**src/rtl/rom_loader.sv**
```systemverilog
// rom_loader: packs the HPS download byte stream into 32-bit little-endian
// words, queues them in a 2-entry FIFO and writes them to SDRAM via req/ack.
//
// Ports:
//   clk, reset_n        - system clock, synchronous active-low reset
//   ioctl_download      - download active
//   ioctl_wr            - byte strobe (one cycle per byte)
//   ioctl_addr/_data    - byte address / byte value
//   ioctl_wait          - stall request to the HPS (registered)
//   sdram_addr/_data    - 16-bit-word address / 32-bit write data
//   sdram_we, sdram_req - write request, held until sdram_ack
//   sdram_ack           - one-cycle acceptance from the controller
//   busy                - download, assembly or FIFO still active
//   done                - one-cycle pulse once a download has drained
module rom_loader #(
    parameter logic [22:0] BASE_ADDR = 23'h0,
    parameter logic [7:0]  FILL      = 8'h00
) (
    input  logic        clk,
    input  logic        reset_n,
    input  logic        ioctl_download,
    input  logic        ioctl_wr,
    input  logic [19:0] ioctl_addr,
    input  logic [7:0]  ioctl_data,
    output logic        ioctl_wait,
    output logic [22:0] sdram_addr,
    output logic [31:0] sdram_data,
    output logic        sdram_we,
    output logic        sdram_req,
    input  logic        sdram_ack,
    output logic        busy,
    output logic        done
);

    typedef struct packed {
        logic [22:0] addr;
        logic [31:0] data;
    } entry_t;

    typedef enum logic {
        S_IDLE,
        S_REQ
    } state_t;

    // Assembler
    logic        dl_q;
    logic        open_q, open_d;
    logic [17:0] word_addr_q, word_addr_d;
    logic [31:0] data_q, data_d;
    logic [3:0]  lane_valid_q, lane_valid_d;

    // FIFO
    entry_t      fifo_q [2];
    logic        rd_q, wr_q;
    logic [1:0]  count_q, count_d;

    // Write FSM and outputs
    state_t      state_q, state_d;
    logic        req_q, req_d;
    logic [22:0] addr_q, addr_d;
    logic [31:0] wdata_q, wdata_d;
    logic        wait_q, wait_d;
    logic        busy_q, busy_d;
    logic        done_q, done_d;
    logic        armed_q, armed_d;

    logic [1:0]  lane;
    logic [17:0] waddr;
    logic [3:0]  lane_mask;
    logic        dl_rise, dl_fall;
    logic        accept, pop, room, eff_open, arm;
    logic        push;
    logic [17:0] push_word;
    logic [31:0] push_data;
    logic [31:0] merged, fresh;
    entry_t      push_entry, head, nxt;

    assign lane      = ioctl_addr[1:0];
    assign waddr     = ioctl_addr[19:2];
    assign lane_mask = 4'b0001 << lane;
    assign dl_rise   = ioctl_download & ~dl_q;
    assign dl_fall   = ~ioctl_download & dl_q;
    assign accept    = ioctl_wr & ioctl_download & ~wait_q;
    assign pop       = (state_q == S_REQ) & sdram_ack;
    assign room      = (count_q != 2'd2) | pop;
    // A new download always starts with the assembler closed.
    assign eff_open  = open_q & ~dl_rise;

    assign head = fifo_q[rd_q];
    assign nxt  = fifo_q[~rd_q];

    always_comb begin
        merged = '0;
        fresh  = '0;
        for (int k = 0; k < 4; k++) begin
            merged[8*k +: 8] = (lane == k[1:0]) ? ioctl_data
                                                : data_q[8*k +: 8];
            fresh[8*k +: 8]  = (lane == k[1:0]) ? ioctl_data : FILL;
        end
    end

    always_comb begin
        open_d       = open_q;
        word_addr_d  = word_addr_q;
        data_d       = data_q;
        lane_valid_d = lane_valid_q;
        push         = 1'b0;
        push_word    = word_addr_q;
        push_data    = data_q;
        if (dl_rise) begin
            open_d       = 1'b0;
            lane_valid_d = '0;
        end
        if (accept) begin
            if (eff_open && (word_addr_q == waddr)) begin
                if (lane == 2'd3) begin
                    push         = 1'b1;
                    push_data    = merged;
                    open_d       = 1'b0;
                    lane_valid_d = '0;
                end else begin
                    data_d       = merged;
                    lane_valid_d = lane_valid_q | lane_mask;
                end
            end else begin
                // Flush the open word; unwritten lanes already hold FILL.
                if (eff_open) begin
                    push = 1'b1;
                end
                if ((lane == 2'd3) && !eff_open) begin
                    push         = 1'b1;
                    push_word    = waddr;
                    push_data    = fresh;
                    open_d       = 1'b0;
                    lane_valid_d = '0;
                end else begin
                    // A lane-3 byte that arrives with a flush stays open
                    // with lane_valid[3] set and is pushed next cycle.
                    open_d       = 1'b1;
                    word_addr_d  = waddr;
                    data_d       = fresh;
                    lane_valid_d = lane_mask;
                end
            end
        end else if (eff_open && room
                     && (lane_valid_q[3] || !ioctl_download)) begin
            push         = 1'b1;
            open_d       = 1'b0;
            lane_valid_d = '0;
        end
    end

    assign push_entry.addr = BASE_ADDR + {4'b0, push_word, 1'b0};
    assign push_entry.data = push_data;

    always_comb begin
        count_d = count_q;
        if (push && !pop) begin
            count_d = count_q + 2'd1;
        end else if (!push && pop) begin
            count_d = count_q - 2'd1;
        end
    end

    always_comb begin
        state_d = state_q;
        req_d   = req_q;
        addr_d  = addr_q;
        wdata_d = wdata_q;
        unique case (state_q)
            S_IDLE: begin
                if (count_q != 2'd0) begin
                    addr_d  = head.addr;
                    wdata_d = head.data;
                    req_d   = 1'b1;
                    state_d = S_REQ;
                end
            end
            S_REQ: begin
                if (sdram_ack) begin
                    if (count_q == 2'd2) begin
                        addr_d  = nxt.addr;
                        wdata_d = nxt.data;
                    end else if (push) begin
                        addr_d  = push_entry.addr;
                        wdata_d = push_entry.data;
                    end else begin
                        req_d   = 1'b0;
                        state_d = S_IDLE;
                    end
                end
            end
            default: begin
                req_d   = 1'b0;
                state_d = S_IDLE;
            end
        endcase
    end

    // wait is derived from next-state values so it is high in the very
    // cycle the FIFO holds two entries or a deferred push is queued.
    always_comb begin
        wait_d  = (count_d == 2'd2) | (open_d & lane_valid_d[3]);
        busy_d  = ioctl_download | open_d | (count_d != 2'd0);
        arm     = armed_q | dl_fall;
        done_d  = arm & ~ioctl_download & ~open_q
                & (count_q == 2'd0) & (state_q == S_IDLE);
        armed_d = dl_rise ? 1'b0 : (arm & ~done_d);
    end

    always_ff @(posedge clk) begin
        if (!reset_n) begin
            dl_q         <= 1'b0;
            open_q       <= 1'b0;
            word_addr_q  <= '0;
            data_q       <= '0;
            lane_valid_q <= '0;
            for (int i = 0; i < 2; i++) begin
                fifo_q[i] <= '0;
            end
            rd_q         <= 1'b0;
            wr_q         <= 1'b0;
            count_q      <= '0;
            state_q      <= S_IDLE;
            req_q        <= 1'b0;
            addr_q       <= '0;
            wdata_q      <= '0;
            wait_q       <= 1'b0;
            busy_q       <= 1'b0;
            done_q       <= 1'b0;
            armed_q      <= 1'b0;
        end else begin
            dl_q         <= ioctl_download;
            open_q       <= open_d;
            word_addr_q  <= word_addr_d;
            data_q       <= data_d;
            lane_valid_q <= lane_valid_d;
            if (push) begin
                fifo_q[wr_q] <= push_entry;
                wr_q         <= ~wr_q;
            end
            if (pop) begin
                rd_q <= ~rd_q;
            end
            count_q      <= count_d;
            state_q      <= state_d;
            req_q        <= req_d;
            addr_q       <= addr_d;
            wdata_q      <= wdata_d;
            wait_q       <= wait_d;
            busy_q       <= busy_d;
            done_q       <= done_d;
            armed_q      <= armed_d;
        end
    end

    assign ioctl_wait = wait_q;
    assign sdram_addr = addr_q;
    assign sdram_data = wdata_q;
    assign sdram_req  = req_q;
    assign sdram_we   = req_q;
    assign busy       = busy_q;
    assign done       = done_q;

endmodule
```
**config.mk**
```make
export PLATFORM = sky130hd
export DESIGN_NAME = rom_loader
export DESIGN_NICKNAME = d
export VERILOG_FILES = /design/src/rtl/rom_loader.sv
export SDC_FILE = /design/constraint.sdc
export NUM_CORES = 1
export LEC_CHECK = 0
export CORE_ASPECT_RATIO = 0.6
export CORE_MARGIN = 1
export CORE_UTILIZATION = 50
export CTS_BUF_LIST = sky130_fd_sc_hd__clkbuf_4
export DETAILED_ROUTE_END_ITERATION = 10
export DONT_BUFFER_PORTS = 1
export PLACE_DENSITY = 0.63
export SYNTH_ARGS = -nofsm -noshare
export SYNTH_HDL_FRONTEND = slang
export SYNTH_SLANG_ARGS = --single-unit
```
**constraint.sdc**
```tcl
create_clock -name clk -period 7.3 [get_ports clk]
set_input_delay 0.73 -clock clk [delete_from_list [all_inputs] [get_ports clk]]
set_output_delay 0.73 -clock clk [all_outputs]
set_load 0.02 [all_outputs]
```
# After elaboration in Yosys (flattened, before gate mapping)
# Memory sizes are Yosys's and may differ from the RTL's. A register that Yosys moved wholly into a read port is not among the register bits.
# Index checks and enable logic that the tools add are counted.
[word_totals]
reg_bits = 121
ram_bits = 100
out_inout_bits = 60
memories = 1
[mem_list]
columns = ["memory", "depth", "word_bits", "rd", "rd_clocked_by_memory_dff", "write_ports", "line", "text"]
rows = [
  ["fifo_q", 2, 50, 2, 1, 2, "53", "entry_t fifo_q [2];"],
]
[classes]
addsub = 2
eq_ne = 14
shift = 1
mux = 66
n_bitwise = 30
reduce_logical = 22
[ops]
columns = ["op", "count"]
rows = [
  ["2-to-1 mux 32 bit", 11],
  ["2-to-1 mux 23 bit", 4],
  ["2-to-1 mux 8 bit", 8],
  ["case mux 32 bit (2 select lines)", 1],
  ["2-to-1 mux 18 bit", 3],
  ["2-to-1 mux 50 bit", 1],
  ["OR reduction 50 bit", 1],
  ["case mux 23 bit (2 select lines)", 1],
  ["2-to-1 mux 1 bit", 27],
  ["2-to-1 mux 4 bit", 6],
  ["equality test 18 bit", 1],
  ["!= test 2 bit, second input constant", 7],
  ["bitwise AND 1 bit", 12],
  ["inverter 1 bit", 12],
  ["AND reduction 3 bit", 3],
  ["equality test 2 bit, second input constant", 4],
  ["logical AND 1 bit", 6],
  ["OR 1 bit", 5],
  ["zero test 1 bit", 4],
  ["zero test 2 bit", 2],
  ["2-to-1 mux 2 bit", 2],
  ["OR 4 bit", 1],
  ["case mux 1 bit (2 select lines)", 2],
  ["AND reduction 4 bit", 1],
  ["other kinds (9)", 10],
]

# Logic depth before layout (Yosys ltp)
# Gate-level depths: netlist (run 1).
[depth]
word_depth = 15
ltp_mapped = 11
ltp_nobuf = 8

# Worst setup path before layout (run 1)
# OpenSTA, ideal clock, no wires.
[synth_timing]
path_type = "in2reg"
from = "input port ioctl_addr[16]"
to = "memory fifo_q[0][0] (netlist name) (enable)"
arrival_time_ns = 5.118
required_time_ns = 6.773
setup_slack_ns = 1.655
cell_stages = 6
path_buffers = 0
cell_sequence = "xnor2_1 nand4_1 nor4_2 a311oi_4 nor2_4 o21ai_0"
[synth_lines]
columns = ["element", "line", "text"]
rows = [
  ["from (decl)", "23", "input logic [19:0] ioctl_addr,"],
  ["to (decl)", "53", ""],
]

==> results of run 1 <==
## cells in the final DEF, fill, tap and decap left out, types with 3 or more instances in the layout
master and instances:
clkbuf_4 86, xor2_1 4, o21ai_1 3, dfxtp_1 111, a211o_1 42, a211oi_1 42, a21oi_1 57, mux2i_1 97
nor2_4 12, clkinv_1 12, o31ai_1 8, mux2_2 50, buf_4 13, nor3_1 3, edfxtp_1 100, nand3_1 27
conb_1 5, xnor2_1 18, o21ai_0 10, nor2_2 20, nand2_1 86, nor2b_1 44, and3b_1 8, a22oi_1 24
and2_1 3, nor2_1 124, inv_1 4
## critical path, delay by kind of cell (launching register included)
| family | cells | cell delay [ps] |
|---|---|---|
| simple gates | 3 | 960 |
| buf+inv | 2 | 920 |
| compound gates | 2 | 380 |
| flops | 1 | 330 |
| xor+xnor | 1 | 280 |
## registers in the layout, indices dropped and copies added, names as in the netlist, named ones only
register and flops:
armed_q 1, busy 1, count_q 2, data_q 32, dl_q 1, done 1, fifo_q 100, ioctl_wait 1
lane_valid_q 1, open_q 1, rd_q 1, sdram_addr 18, sdram_data 32, sdram_req 1, state_q 1, word_addr_q 18
wr_q 1
## metal layers
metal | wire, um | vias up | GRT usage
met4 | 462 | 0 | 0.0747
met5 | 0 | - | 0
met3 | 1640 | 37 | 0.0548
met2 | 10600 | 219 | 0.335
met1 | 13300 | 3693 | 0.373
li1 | - | 3659 | -
## logic make-up (layout without fill, tap and decap cells)
group | Yosys count | in the layout
AO/OA/AOI/OAI | 198 | 198
XOR/XNOR | 22 | 22
adder cells (fa/ha/maj) | 3 | 3
buffers and inverters | 92 | 118
flip-flops | 214 | 214
multiplexers | 148 | 148
other | 1 | 5
AND/OR/NAND/NOR | 347 | 347
## final cells by class
type | instances | area [sq um] | share of cell area
multi-input combinational | 723 | 4950 | 0.434
tap | 279 | 349 | 0.0306
inverter | 5 | 20.0 | 0.00176
clock buffer | 86 | 646 | 0.0566
clock inverter | 14 | 53.8 | 0.00472
sequential | 214 | 5290 | 0.464
timing repair buffer | 13 | 97.6 | 0.00856
## power by group
part	leakage (nW)	switching, mW	internal (mW)
sequential	1.96	0.121	1.33
combinational	1.31	0.358	0.217
clock	0.423	0.510	0.532
total	3.70	0.989	2.08
## path summary, 6_finish.rpt
| check | cells past startpoint | endpoint | slack, ps | startpoint |
|---|---|---|---|---|
| min reg2reg | 2 | data_q[31] | 450 | data_q[31] |
| min | 2 | state_q | 170 | reset_n |
| max | 8 | fifo_q[1][10] | 4050 | word_addr_q[14] |
| max reg2reg | 8 | fifo_q[1][10] | 4050 | word_addr_q[14] |
## synth_stat cells, types with 11 or more instances
| cell | number | share of area |
|---|---|---|
| a211o_1 | 42 | 0.034 |
| a211oi_1 | 42 | 0.029 |
| a21oi_1 | 57 | 0.027 |
| a22oi_1 | 24 | 0.017 |
| buf_2 | 16 | 0.0075 |
| buf_4 | 11 | 0.0077 |
| clkbuf_1 | 44 | 0.015 |
| dfxtp_1 | 114 | 0.21 |
| edfxtp_1 | 100 | 0.28 |
| mux2_2 | 50 | 0.053 |
| mux2i_1 | 97 | 0.091 |
| nand2_1 | 87 | 0.030 |
| nand3_1 | 27 | 0.013 |
| nor2_1 | 124 | 0.043 |
| nor2_2 | 20 | 0.012 |
| nor2_4 | 12 | 0.013 |
| nor2b_1 | 44 | 0.026 |
| o21ai_0 | 11 | 0.0051 |
| xnor2_1 | 18 | 0.015 |
## stage by stage
step / setup slack [ps] / cell area (sq um) / hold WS (ps) / std cells
6_report: 4050 / 11400 / 172 / 1334
5_1_grt: 3830 / 11400 / 102 / 1334
4_1_cts: 4050 / 11400 / 117 / 1334
3_5_place_dp: 3700 / 10700 / 444 / 1234
3_3_place_gp: 3800 / 10700 / 438 / 1234
2_1_floorplan: 1650 / 10700 / 432 / 1029
==> flow_summary.toml, run 1 <==
[clock_tree]
cts_setup_buffers = 0
tritoncts = "done"
postCtsHoldBufs = 0
cts-htree-levels = 2
cts.repair.resized = 0
clk-insertion-delay-late_ps = 690
cts.path.max_buffers = 3
clock-sinks = 214
clkTransAtPathRegs_ps = 70
root_buffer = "clkbuf_4"
cts_inserted_buffers = 53

[synthesis]
synth_mux_area_frac = 0.145
ys_types = 60
synth_seq_cells = 214
yosys.area_share.xor_xnor = 0.0180
seq_area_frac_synth = 0.493
synth.avg_cell_area_sq_um = 10.5
syn_inst = 1025
synth_enable_flop_cells = 100
synth_top_family_by_area = "simple AND/OR/NAND/NOR gates"
yosys.area_share.simple = 0.161
synth_ff_type = "dfxtp_1"
async_flop_share = 0
synthesis.area_sq_um = 10700
synth_compound_gate_area_share = 0.130
synth_fa_ha_area_frac = 0.00327
yosys_warnings = 0

[finish]
n_fill_cell = 1941
syn_to_final_growth_pct = 6.40
nets = 1045
final_core_util = 0.542
n_antenna_cell = 0
drive_gt1_frac = 0.192

[hold_path]
hp-class = "primary input to register"

[global_route]
grt_antenna_before_repair = 0
grt_overflow = 0
grt_use_total = 0.243
grt_max_degree = 111
grt_pass1_wl_um = 41600
grt_pass1_vias = 7385

[sta]
hold_viol_final = 0
rsz0062_at_grt = "false"
setup_viol = 0
worst_pin_slew_ps = 1170
timing.fmax_mhz = 308
skew_ps = 30.8
layout_min_cycle_time_ps = 3250
worst_slew_margin_rel = 0.222
tns_ps = 0
fin_crit_sh = 0.445
slew_viol_final = 0

[floorplan]
die_area_sq_um = 22000
fp.coreArea_sq_um = 21000
die_h_um = 115
die_x_um = 191
io_pins = 93
initial_core_util = 0.510
rows = 41

[power_and_ir_drop]
peakVddDrop_mv = 0.145
power_leakage_nw = 3.70
p_per_area_nw_per_um2 = 269
p_total_mw = 3.07

[critical_path]
crit_path_max_fanout = 51
critPathCaptureType = "register"
crit_slowest_cell = "buf_4"
crit_top_cell = "buf_4"
arrival_ps = 3620
critical_path_class = "register to register"
worst_setup_path_start_kind = "register"
crit_required_ps = 7670
cp_cell_sequence = "xnor2_1, nand4_1, nor4_2, a311oi_4, o211ai_1, buf_4, nand2_2, buf_4"
cp_slowest_stage_delay_ps = 520

[placed_design]
port_buffers = 0
dp_hpwl_um = 15600
place_congestion = 0.775

[routing]
drc_errors = 0
vias_per_cell = 5.70
vias = 7608
dr.pass1.iters = 5
ant_nets = 0
drtIter0Drc = 648
wl_per_cell_um = 19.5
wl_um = 26000

[run]
maxCapViolCount = 0

[outcome]
status = "complete, no violations"
(Power assumes the default switching activity.)
==> inputs of run 2 (changes only) <==
--- a/config.mk
+++ b/config.mk
@@ -11,7 +11,7 @@
 export CTS_BUF_LIST = sky130_fd_sc_hd__clkbuf_4
 export DETAILED_ROUTE_END_ITERATION = 10
 export DONT_BUFFER_PORTS = 1
-export PLACE_DENSITY = 0.63
+export PLACE_DENSITY = 0.66
 export SYNTH_ARGS = -nofsm -noshare
 export SYNTH_HDL_FRONTEND = slang
 export SYNTH_SLANG_ARGS = --single-unit
==> constraint.sdc (replaced) <==
create_clock -name clk -period 2.65 [get_ports clk]
set_input_delay 0.265 -clock clk [delete_from_list [all_inputs] [get_ports clk]]
set_output_delay 0.265 -clock clk [all_outputs]
set_load 0.02 [all_outputs]
==> flow_summary.toml, run 2 (synthesized netlist as in run 1, its figures left out) <==
[critical_path]
r2r_cells = 8
crit_slowest_cell = "nor4_2"
critical_path_class = "register to register"
arrival_ps = 2920
r2r_slack_ps = 140
worst_setup_path_start_kind = "register"
critPathCaptureType = "register"
cp_slowest_stage_delay_ps = 430
startpoint = "word_addr_q[13]"
worstReg2RegEnd = "fifo_q[0][46]"
crit_end = "fifo_q[0][46]"
cp_cell_sequence = "xnor2_1, nand2_1, nor4_2, a311oi_4, nor2_4, or3_2, buf_6, nor2_1"
crit_path_max_fanout = 27
r2r_start = "word_addr_q[13]"
crit_required_ps = 3060

[sta]
slew_viol_final = 0
fin_crit_sh = 0.947
tns_ps = 0
timing.fmax_mhz = 398
hold_viol_final = 0
worst_pin_slew_ps = 966
setup_slack_ps = 140
setup_viol = 0
layout_min_cycle_time_ps = 2510
skew_ps = 27.7
worst_slew_margin_rel = 0.356
rsz0062_at_grt = "false"

[floorplan]
die_area_sq_um = 22000
io_pins = 93
initial_core_util = 0.510
die_x_um = 191
rows = 41
fp.coreArea_sq_um = 21000
die_h_um = 115

[routing]
vias = 7720
wl_um = 26200
ant_nets = 0
dr.pass1.iters = 7
wl_per_cell_um = 19.0
vias_per_cell = 5.59
drtIter0Drc = 610
drc_errors = 0

[placed_design]
pre_cts_ws_ps = 95.6
port_buffers = 0
place_congestion = 0.760
dp_hpwl_um = 16200

[outcome]
status = "complete, no violations"

[finish]
n_fill_cell = 1846
syn_to_final_growth_pct = 11.3
regMostFlops = "fifo_q"
final_common_cell = "nor2_1"
drive_gt1_frac = 0.198
layout_common_cells = "nor2_1 (124), dfxtp_1 (111), edfxtp_1 (100)"
nets = 1093
largest_reg_flops = 100

[global_route]
grt_overflow = 0
grt_use_total = 0.241
grt_pass1_vias = 7319
grt_max_degree = 88
grt_antenna_before_repair = 1
grt_pass1_wl_um = 41000

[power_and_ir_drop]
p_per_area_nw_per_um2 = 714
peakVddDrop_mv = 0.428
power_leakage_nw = 3.94

[clock_tree]
tritoncts = "done"
cts-htree-levels = 2
clock-sinks = 214
clk-insertion-delay-late_ps = 680
cts.path.max_buffers = 3
cts_inserted_buffers = 51
clkTransAtPathRegs_ps = 80
root_buffer = "clkbuf_4"

[hold_path]
whs_path_depth = 4
hp-class = "primary input to register"

[run]
maxCapViolCount = 0
[run 2: layout make-up]
cell class                      instances  area (sq um)  share of cell area
Inverter                                5          20.0             0.00168
Clock buffer                           83           623              0.0522
Clock inverter                         12          47.5             0.00399
Multi-Input combinational cell        723          4950               0.415
Tap cell                              279           349              0.0293
Antenna cell                            1          2.50            0.000210
Timing Repair Buffer                   63           644              0.0540
Sequential cell                       214          5290               0.444
[run 2: routing by layer]
metal / vias up / share of wire / GRT usage
met3: 43 / 0.059 / 0.0524
met1: 3693 / 0.51 / 0.360
met4: 0 / 0.016 / 0.0757
met5: - / 0 / 0
met2: 215 / 0.42 / 0.346
li1: 3769 / - / -
[run 2: worst max-delay path, delay by kind of cell (launching register included)]
kind | cells | cell delay (ps)
DFF | 1 | 350
buffers and inverters | 1 | 330
xor gates and xnor gates | 1 | 250
AOI/OAI and AO/OA | 1 | 190
and+or+nand+nor | 5 | 1120
[run 2: power by group]
part / switching (mW) / internal [mW] / leakage, nW / total (mW)
Sequential: 0.279 / 3.67 / 1.96 / 3.95
Combinational: 1.06 / 0.703 / 1.57 / 1.76
Clock: 1.38 / 1.42 / 0.405 / 2.80
[run 2: worst min-delay path by stage]
stage / startpoint / endpoint / slack, ps
2_1_floorplan: ioctl_addr[12] / word_addr_q[10] / 410
3_3_place_gp: reset_n / sdram_req / 400
3_5_place_dp: reset_n / sdram_req / 390
4_1_cts: ioctl_download / open_q / 6
5_1_grt: reset_n / fifo_q[1][18] / 40
6_report: ioctl_download / open_q / 50
[run 2: metrics by stage]
step | util | std cells | total power [mW] | instance area, sq um | hold slack [ps]
floorplan | - | 1029 | 5.34 | 10800 | 412
global placement | 0.520 | 1252 | 5.69 | 10900 | 396
finish | 0.567 | 1380 | 8.51 | 11900 | 46.8
global route | 0.567 | 1380 | 8.93 | 11900 | 35.8
detailed placement | 0.520 | 1252 | 5.72 | 10900 | 393
CTS | 0.567 | 1379 | 8.56 | 11900 | 5.92
[run 2: what timing repair did]
item / in CTS / in global routing
setup endpoints to repair: 0 / 27
gates resized for setup: 0 / 1
hold buffers: 32 / 0
endpoints found under the hold margin: 183 / 0
setup buffers: 0 / 0
==> inputs of run 3 (changes only) <==
--- a/config.mk
+++ b/config.mk
@@ -8,7 +8,6 @@
 export CORE_ASPECT_RATIO = 0.6
 export CORE_MARGIN = 1
 export CORE_UTILIZATION = 50
-export CTS_BUF_LIST = sky130_fd_sc_hd__clkbuf_4
 export DETAILED_ROUTE_END_ITERATION = 10
 export DONT_BUFFER_PORTS = 1
 export PLACE_DENSITY = 0.66
==> flow_summary.toml, run 3 (synthesized netlist as in run 1, its figures left out) <==
[outcome]
status = "complete, no violations"

[placed_design]
place_congestion = 0.760
place_inst = 1252
place_area_sq_um = 10900
port_buffers = 0
dp_hpwl_um = 16200

[sta]
worst_pin_slew_ps = 973
worst_slew_margin_rel = 0.351
slew_viol_final = 0
setup_viol = 0
layout_min_cycle_time_ps = 2530
hold_viol_final = 0
timing.fmax_mhz = 394
tns_ps = 0
skew_ps = 8.51
fin_crit_sh = 0.957
rsz0062_at_grt = "false"

[floorplan]
die_h_um = 115
io_pins = 93
rows = 41
fp.coreArea_sq_um = 21000
die_x_um = 191
initial_core_util = 0.510
die_area_sq_um = 22000

[critical_path]
worst_setup_path_start_kind = "register"
cp_cell_sequence = "xnor2_1, nand2_1, nor4_2, a311oi_4, nor2_4, or3_2, buf_6, nor2_1"
arrival_ps = 2780
crit_path_max_fanout = 27
critical_path_class = "register to register"
crit_slowest_cell = "nor4_2"
crit_required_ps = 2890
cp_slowest_stage_delay_ps = 420
critPathCaptureType = "register"

[clock_tree]
clk-insertion-delay-late_ps = 510
cts_inserted_buffers = 21
root_buffer = "clkbuf_16"
cts_setup_buffers = 0
clkTransAtPathRegs_ps = 70
cts.path.max_buffers = 3
tritoncts = "done"
cts-htree-levels = 1
clock-sinks = 214

[finish]
drive_gt1_frac = 0.162
finish.instance_area_sq_um = 11900
multi_input_area_sq_um = 4950
instances_no_fill = 1318
n_fill_cell = 1820
syn_to_final_growth_pct = 11.1
nets = 1059
layout_common_cells = "nor2_1 (124), dfxtp_1 (111), edfxtp_1 (100)"
largest_reg_flops = 100
regArea_sq_um = 5290
regMostFlops = "fifo_q"
n_antenna_cell = 0
final_common_cell = "nor2_1"

[global_route]
grt_max_degree = 88
grt_busiest_layer = "met1"
grt_use_total = 0.234
grt_overflow = 0
grt_antenna_before_repair = 0
use_met3 = 0.0366
met2_usage = 0.339
grt_use_met1 = 0.361
grt_pass1_wl_um = 40100
grt_pass1_vias = 6994

[routing]
wl_um = 25800
vias = 7604
drc_errors = 0
vias_per_cell = 5.77
dr.pass1.iters = 5
wl_per_cell_um = 19.6
ant_nets = 0
drtIter0Drc = 513

[power_and_ir_drop]
power_leakage_nw = 3.86
peakVddDrop_mv = 0.428
p_per_area_nw_per_um2 = 734
p_sw_mw = 2.64
clkPwrFrac = 0.347
netSwitchingFraction = 0.301
seqPwrFrac = 0.452
p_int_mw = 6.11
pwr-share-comb = 0.201

[hold_path]
hp-class = "primary input to register"

[run]
maxCapViolCount = 0
[run 3: metrics by stage]
stage | utilization | power, mW | setup WS [ps] | hold WS (ps)
2_1_floorplan | - | 5.34 | 122 | 412
5_1_grt | 0.566 | 9.10 | 21.9 | 50.7
3_5_place_dp | 0.520 | 5.72 | 95.6 | 393
6_report | 0.566 | 8.74 | 115 | 50.8
4_1_cts | 0.566 | 8.78 | 51.8 | 36.0
3_3_place_gp | 0.520 | 5.69 | 119 | 396
[run 3: worst paths after layout]
| path | start | end | slack (ps) | cells after the start |
|---|---|---|---|---|
| worst max-delay path | word_addr_q[13] | fifo_q[0][47] | 120 | 8 |
| worst min-delay path | ioctl_data[6] | fifo_q[0][30] | 50 | 2 |
| worst max register to register | word_addr_q[13] | fifo_q[0][47] | 120 | 8 |
| worst min register to register | data_q[24] | data_q[24] | 450 | 2 |
[run 3: routing by layer]
metal / vias to the layer above / routed length, um
li1: 3668 / -
met1: 3674 / 13100
met2: 223 / 10900
met3: 39 / 1290
met4: 0 / 533
met5: - / 0
[run 3: what timing repair did]
action,in CTS,in global routing
hold buffers,28,0
hold endpoints to repair,65,0
setup endpoints to repair,0,27
gates resized for setup,0,1
[run 3: power groups by stage]
| stage | clock (mW) | combinational, mW | sequential (mW) |
|---|---|---|---|
| finish | 3.03 | 1.75 | 3.95 |
| floorplan | 0 | 1.38 | 3.96 |
| global placement | 0 | 1.67 | 4.02 |
| detailed placement | 0 | 1.69 | 4.03 |
| global route | 3.22 | 1.90 | 3.98 |
| CTS | 3.08 | 1.75 | 3.96 |
[run 3: cell type report]
| type | instances | area share |
|---|---|---|
| Sequential cell | 214 | 0.444 |
| Timing Repair Buffer | 59 | 0.0507 |
| Clock buffer | 28 | 0.0515 |
| Tap cell | 279 | 0.0293 |
| Clock inverter | 10 | 0.00704 |
| Multi-Input combinational cell | 723 | 0.416 |
| Inverter | 5 | 0.00168 |
[run 3: worst max-delay path: cells and delay by family (launching register included)]
kind	cells	cell delay, ps
AOI/OAI and AO/OA	1	190
and+or+nand+nor	5	1120
buffers and inverters	1	320
DFF	1	340
xor gates and xnor gates	1	270
